[config.mk]
export PLATFORM = sky130hd
export DESIGN_NAME = hpf_approx_mac
export DESIGN_NICKNAME = d
export VERILOG_FILES = /design/src/rtl/hpf_approx_mac.sv
export SDC_FILE = /design/constraint.sdc
export NUM_CORES = 1
export LEC_CHECK = 0
export BUFFER_PORTS_ARGS = -buffer_cell sky130_fd_sc_hd__buf_4
export CAP_MARGIN = 20
export CORE_MARGIN = 5
export CORE_UTILIZATION = 59
export CTS_CLUSTER_DIAMETER = 200
export DETAILED_ROUTE_END_ITERATION = 6
export PLACE_DENSITY = 0.76
export RECOVER_POWER = 50
export SYNTH_ARGS = -nofsm -noshare
export SYNTH_HDL_FRONTEND = slang
export SYNTH_SLANG_ARGS = --single-unit
[constraint.sdc]
create_clock -name clk -period 21.9 [get_ports clk]
set_clock_uncertainty 0.2 [all_clocks]
set_input_delay 2.19 -clock clk [delete_from_list [all_inputs] [get_ports clk]]
set_output_delay 2.19 -clock clk [all_outputs]
set_load 0.02 [all_outputs]
[src/rtl/hpf_approx_mac.sv]
// Sequential single-MAC FIR high-pass stage with one tap per cycle.
// The low APPROX_BITS accumulator bits use a selectable approximate-sum full adder.
module hpf_approx_mac #(
  parameter int unsigned DATA_W      = 16,
  parameter int unsigned COEF_W      = 16,
  parameter int unsigned TAPS        = 8,
  parameter int unsigned APPROX_BITS = 0,
  parameter int unsigned AFA_MODE    = 0,
  parameter int unsigned OUT_SHIFT   = 0
) (
  input  logic                      clk,
  input  logic                      rst_n,
  input  logic                      in_valid,
  output logic                      in_ready,
  input  logic [DATA_W-1:0]         in_data,
  output logic                      out_valid,
  input  logic                      out_ready,
  output logic [DATA_W-1:0]         out_data,
  input  logic                      coef_we,
  input  logic [$clog2(TAPS)-1:0]   coef_addr,
  input  logic [COEF_W-1:0]         coef_wdata,
  output logic                      busy
);

  localparam int unsigned AW       = $clog2(TAPS);
  localparam int unsigned P_W      = DATA_W + COEF_W;
  localparam int unsigned ACC_W    = P_W + AW;
  localparam int          APPROX_I = int'(APPROX_BITS);
  localparam logic [AW-1:0] LAST_TAP = AW'(TAPS - 1);
  localparam logic [AW:0]   TAPS_EXT = (AW + 1)'(TAPS);

  typedef enum logic [1:0] {IDLE, MAC, HOLD} state_t;

  state_t                    state, state_next;
  logic                      in_ready_d, out_valid_d, busy_d;

  logic signed [DATA_W-1:0]  x [TAPS];
  logic signed [COEF_W-1:0]  h [TAPS];
  logic [ACC_W-1:0]          acc;
  logic [AW-1:0]             tap;

  logic signed [P_W-1:0]     prod_c;
  logic [ACC_W-1:0]          addend_c;
  logic signed [ACC_W-1:0]   sum_c;
  logic signed [ACC_W-1:0]   shifted_c;
  logic [DATA_W-1:0]         sat_c;

  // Sum output of one fa_approx cell at bit position idx.
  function automatic logic fa_sum(input logic a, input logic b, input logic c, input int idx);
    logic s;
    s = a ^ b ^ c;
    if (idx < APPROX_I) begin
      case (AFA_MODE)
        1:       s = a ^ b;
        2:       s = (~a | b) & c;
        3:       s = b;
        default: s = a ^ b ^ c;
      endcase
    end
    return s;
  endfunction

  // Product of the current tap and the ripple chain of fa_approx cells.
  always_comb begin
    logic c;
    prod_c   = P_W'(h[tap]) * P_W'(x[tap]);
    addend_c = {{AW{prod_c[P_W-1]}}, prod_c};
    sum_c    = '0;
    c        = 1'b0;
    for (int i = 0; i < int'(ACC_W); i++) begin
      sum_c[i] = fa_sum(acc[i], addend_c[i], c, i);
      c        = (acc[i] & addend_c[i]) | (acc[i] & c) | (addend_c[i] & c);
    end
  end

  // Scale, then clamp to the signed output range.
  always_comb begin
    shifted_c = sum_c >>> OUT_SHIFT;
    if ((&shifted_c[ACC_W-1:DATA_W-1]) || !(|shifted_c[ACC_W-1:DATA_W-1])) begin
      sat_c = shifted_c[DATA_W-1:0];
    end else if (shifted_c[ACC_W-1]) begin
      sat_c = {1'b1, {(DATA_W-1){1'b0}}};
    end else begin
      sat_c = {1'b0, {(DATA_W-1){1'b1}}};
    end
  end

  always_ff @(posedge clk or negedge rst_n) begin
    if (!rst_n) state <= IDLE;
    else        state <= state_next;
  end

  always_comb begin
    state_next = state;
    case (state)
      IDLE:    if (in_valid)        state_next = MAC;
      MAC:     if (tap == LAST_TAP) state_next = HOLD;
      HOLD:    if (out_ready)       state_next = IDLE;
      default:                      state_next = IDLE;
    endcase
  end

  // Handshake outputs are decoded from the next state so they leave a flop.
  always_comb begin
    in_ready_d  = 1'b0;
    out_valid_d = 1'b0;
    busy_d      = 1'b0;
    in_ready_d  = (state_next == IDLE);
    out_valid_d = (state_next == HOLD);
    busy_d      = (state_next != IDLE);
  end

  always_ff @(posedge clk or negedge rst_n) begin
    if (!rst_n) begin
      in_ready  <= 1'b1;
      out_valid <= 1'b0;
      busy      <= 1'b0;
    end else begin
      in_ready  <= in_ready_d;
      out_valid <= out_valid_d;
      busy      <= busy_d;
    end
  end

  // Coefficient bank, delay line and accumulator.
  always_ff @(posedge clk or negedge rst_n) begin
    if (!rst_n) begin
      for (int i = 0; i < int'(TAPS); i++) begin
        x[i] <= '0;
        h[i] <= '0;
      end
      acc      <= '0;
      tap      <= '0;
      out_data <= '0;
    end else begin
      if (state == IDLE && coef_we && ({1'b0, coef_addr} < TAPS_EXT)) begin
        h[coef_addr] <= coef_wdata;
      end
      case (state)
        IDLE: begin
          if (in_valid) begin
            x[0] <= in_data;
            for (int i = 1; i < int'(TAPS); i++) x[i] <= x[i-1];
            acc <= '0;
            tap <= '0;
          end
        end
        MAC: begin
          acc <= sum_c;
          tap <= tap + AW'(1);
          if (tap == LAST_TAP) out_data <= sat_c;
        end
        default: ;
      endcase
    end
  end

endmodule
==> impl_metrics.csv <==
group,metric,value,unit
critical_path,start_kind,"flip-flop",
cells_and_area,drive_gt1_frac,0.148,
global_routing,grt_first_pass_wirelength,95500,um
timing,clock.fmax,51.4,MHz
synth,syn-cell-area,24200,um^2
hold_path,hold_path.class,"flip-flop to flip-flop",
drt,antenna_left,0,
synth,synth_seq_cells,315,
clock_tree,cts_tree,"built",
global_routing,grt_max_degree,186,
critical_path,rr_worst_depth,48,
critical_path,crit_top_cell,"fa_1",
drt,drtPass1Iterations,7,
timing,fin_crit,19440,ps
synth,syn_inst,2294,
timing,fin_crit_sh,0.888,
synth,synth_area_per_cell,10.5,um^2
timing,setup_viol,0,
clock_tree,cts_resized,0,
synth,yosysSeqAreaShare,0.326,
synth,synthTopCellsByArea,"dfrtp_1 33%, fa_1 24%, nand2_1 9.9%, mux2_2 7.2%, mux4_2 6.0%",
clock_tree,clkTransAtPathRegs,60,ps
clock_tree,numClockSinks,315,
die,initial_core_util,0.594,
die,dieArea,45100,um^2
critical_path,end_kind,"flip-flop",
drt,drt-wirelength-per-cell,20.2,um
synth,synth_warnings,0,
global_routing,grt_pass1_vias,17800,
synth,synth-main-ff-cell,"dfrtp_1",
critical_path,critPathKind,"flip-flop to flip-flop",
cells_and_area,n_antenna_cell,0,
timing,setup_tns,0,ps
drt,drt_iter0_drc,1299,
critical_path,required,22200,ps
status,status,"complete, but fails checks",
synth,syn_nets,2714,
clock_tree,clock_latency,570,ps
clock_tree,htreeDepth,2,
place,portBuffers,58,
clock_tree,clockBufferDepth,3,
drt,drc_errors,22,
status,failed_checks,"design-rule violations, max-capacitance violations, max-slew violations",
synth,synth.top_cell.area_share,0.325,
hold_path,whs_path_depth,2,
critical_path,r2r-end,"out_data[5]",
synth,async_flop_share,1.00,
job,max_cap_viol_count,3,
die,core,40600,um^2
cells_and_area,area_delta_synth_final,8.26,%
synth,ys_types,54,
cells_and_area,nets,2729,
place,post-dp-hpwl,42600,um
hold_path,worstHoldEndpoint,"x[66]",
drt,vias_per_cell,5.78,
place,routabilityCongestion,0.957,
timing,hold_viol_final,0,
global_routing,antenna_found_initial,1,
cells_and_area,fillCellCount,3076,
timing,rsz0062_at_grt,"no",
synth,synth_edf_count,0,
cells_and_area,postLayoutCoreUtil,0.644,
critical_path,r2r_start,"tap[1]",
clock_tree,ctsRootBufferMaster,"clkbuf_16",
die,num_rows,74,
drt,vias,16600,
global_routing,gr-total-overflow,0,
critical_path,arrival,19750,ps
critical_path,crit_start,"tap[1]",
synth,yosys.area.top_type,"dfrtp_1",
die,die_w,212,um
clock_tree,cts_buffers,35,
timing,worstMarginPinSlew,8920,ps
clock_tree,postCtsSetupBuffers,0,
critical_path,rrSetupSlack,2460,ps
drt,wirelength,57800,um
die,ios,59,
global_routing,track_usage,0.268,
die,die_height,212,um
hold_path,min-delay-start,"x[82]",
timing,slew_headroom,-4.95,
clock_tree,hold_buffers,0,
timing,slew_viol_final,387,
critical_path,crit_fanout,43,
critical_path,max_stage_delay,740,ps
critical_path,cp_slowest_cell,"dfrtp_2",
[worst max-delay path by stage]
stage | to | slack [ps] | depth (start not counted)
2_1_floorplan | out_data[10] | 3640 | 50
4_1_cts | out_data[13] | 2390 | 45
6_report | out_data[5] | 2460 | 48
5_1_grt | out_data[10] | 1650 | 48
3_5_place_dp | out_data[13] | 2460 | 45
3_3_place_gp | out_data[13] | 2740 | 45
[registers in the layout, indices dropped and copies added, names as in the netlist]
name and count:
h 128, x 128, acc 35, out_data 16
tap 3, state 2, busy 1, in_ready 1
out_valid 1
[layer usage]
layer / share of wire / vias to the layer above / wire length (um) / track usage
li1: - / 7308 / - / -
met5: 0.00022 / - / 13 / 0
met1: 0.41 / 8520 / 23500 / 0.360
met2: 0.49 / 582 / 28100 / 0.439
met4: 0.042 / 2 / 2400 / 0.101
met3: 0.067 / 159 / 3850 / 0.0559
[final cells by class]
type                            instances  area [um^2]  area share
Multi-Input combinational cell       1611        14900       0.570
Sequential cell                       315         7890       0.302
Inverter                              271         1020      0.0389
Clock buffer                           53         1010      0.0387
Tap cell                              532          666      0.0254
Timing Repair Buffer                   75          500      0.0191
Clock inverter                         10          171     0.00655
[cells in the final DEF (no fill, tap or decap), drive strengths merged, types with 14 or more instances in the layout]
cell type,count
nand2,639
inv,273
xnor2,28
ha,85
and2,14
dfrtp,314
mux4,64
a21oi,21
o22a,16
buf,52
a21boi,14
mux2,155
nor2,105
o21ai,50
fa,295
clkbuf,76
mux2i,22
[per-stage QoR]
| step | cells | cell area (um^2) | hold slack, ps | setup slack, ps |
|---|---|---|---|---|
| 2_1_floorplan | 2294 | 24200 | 241 | 3640 |
| 4_1_cts | 2865 | 26200 | 271 | 2390 |
| 3_3_place_gp | 2802 | 25000 | 253 | 2740 |
| 3_5_place_dp | 2802 | 25000 | 260 | 2460 |
| 6_report | 2867 | 26200 | 273 | 2460 |
| 5_1_grt | 2867 | 26200 | 311 | 1650 |
[Yosys cell counts (2+ instances only)]
master	count
xor2_1	12
o21ai_0	49
o211ai_1	5
ha_1	85
mux2_2	155
or3_1	4
fa_1	295
dfrtp_1	314
buf_1	12
nand2_1	639
nand2b_1	10
o21bai_1	4
nor3_1	4
inv_1	271
and2_1	14
nor4_1	7
a31oi_1	3
and3_1	6
nand4_1	5
a21o_1	8
nand3_1	6
a21oi_1	21
or2_2	6
a211oi_1	2
mux2i_1	22
clkbuf_1	82
o22a_1	15
nor2b_1	6
xnor2_1	27
a21boi_0	14
nor2_1	105
mux4_2	64
[critical path: cells and delay by family, from the launching register on]
kind,cells,cell delay (ps)
DFF,1,740
buffers and inverters,5,850
adders and majority gates,34,14720
and+or+nand+nor,4,1050
AOI/OAI and AO/OA,2,550
xor gates and xnor gates,1,170
muxes,2,1110
[kinds of logic after synthesis]
logic type                 after synthesis  share of synthesized area
AOI/OAI and AO/OA                      135                     0.0375
xor gates and xnor gates                41                     0.0157
adders and majority gates              380                      0.288
buffers and inverters                  368                     0.0576
DFF                                    315                      0.326
muxes                                  241                      0.141
and+or+nand+nor                        814                      0.133
Power is left out: the tool's default activity adds up to more than one toggle a clock period on the data nets, which glitch-free logic cannot reach.
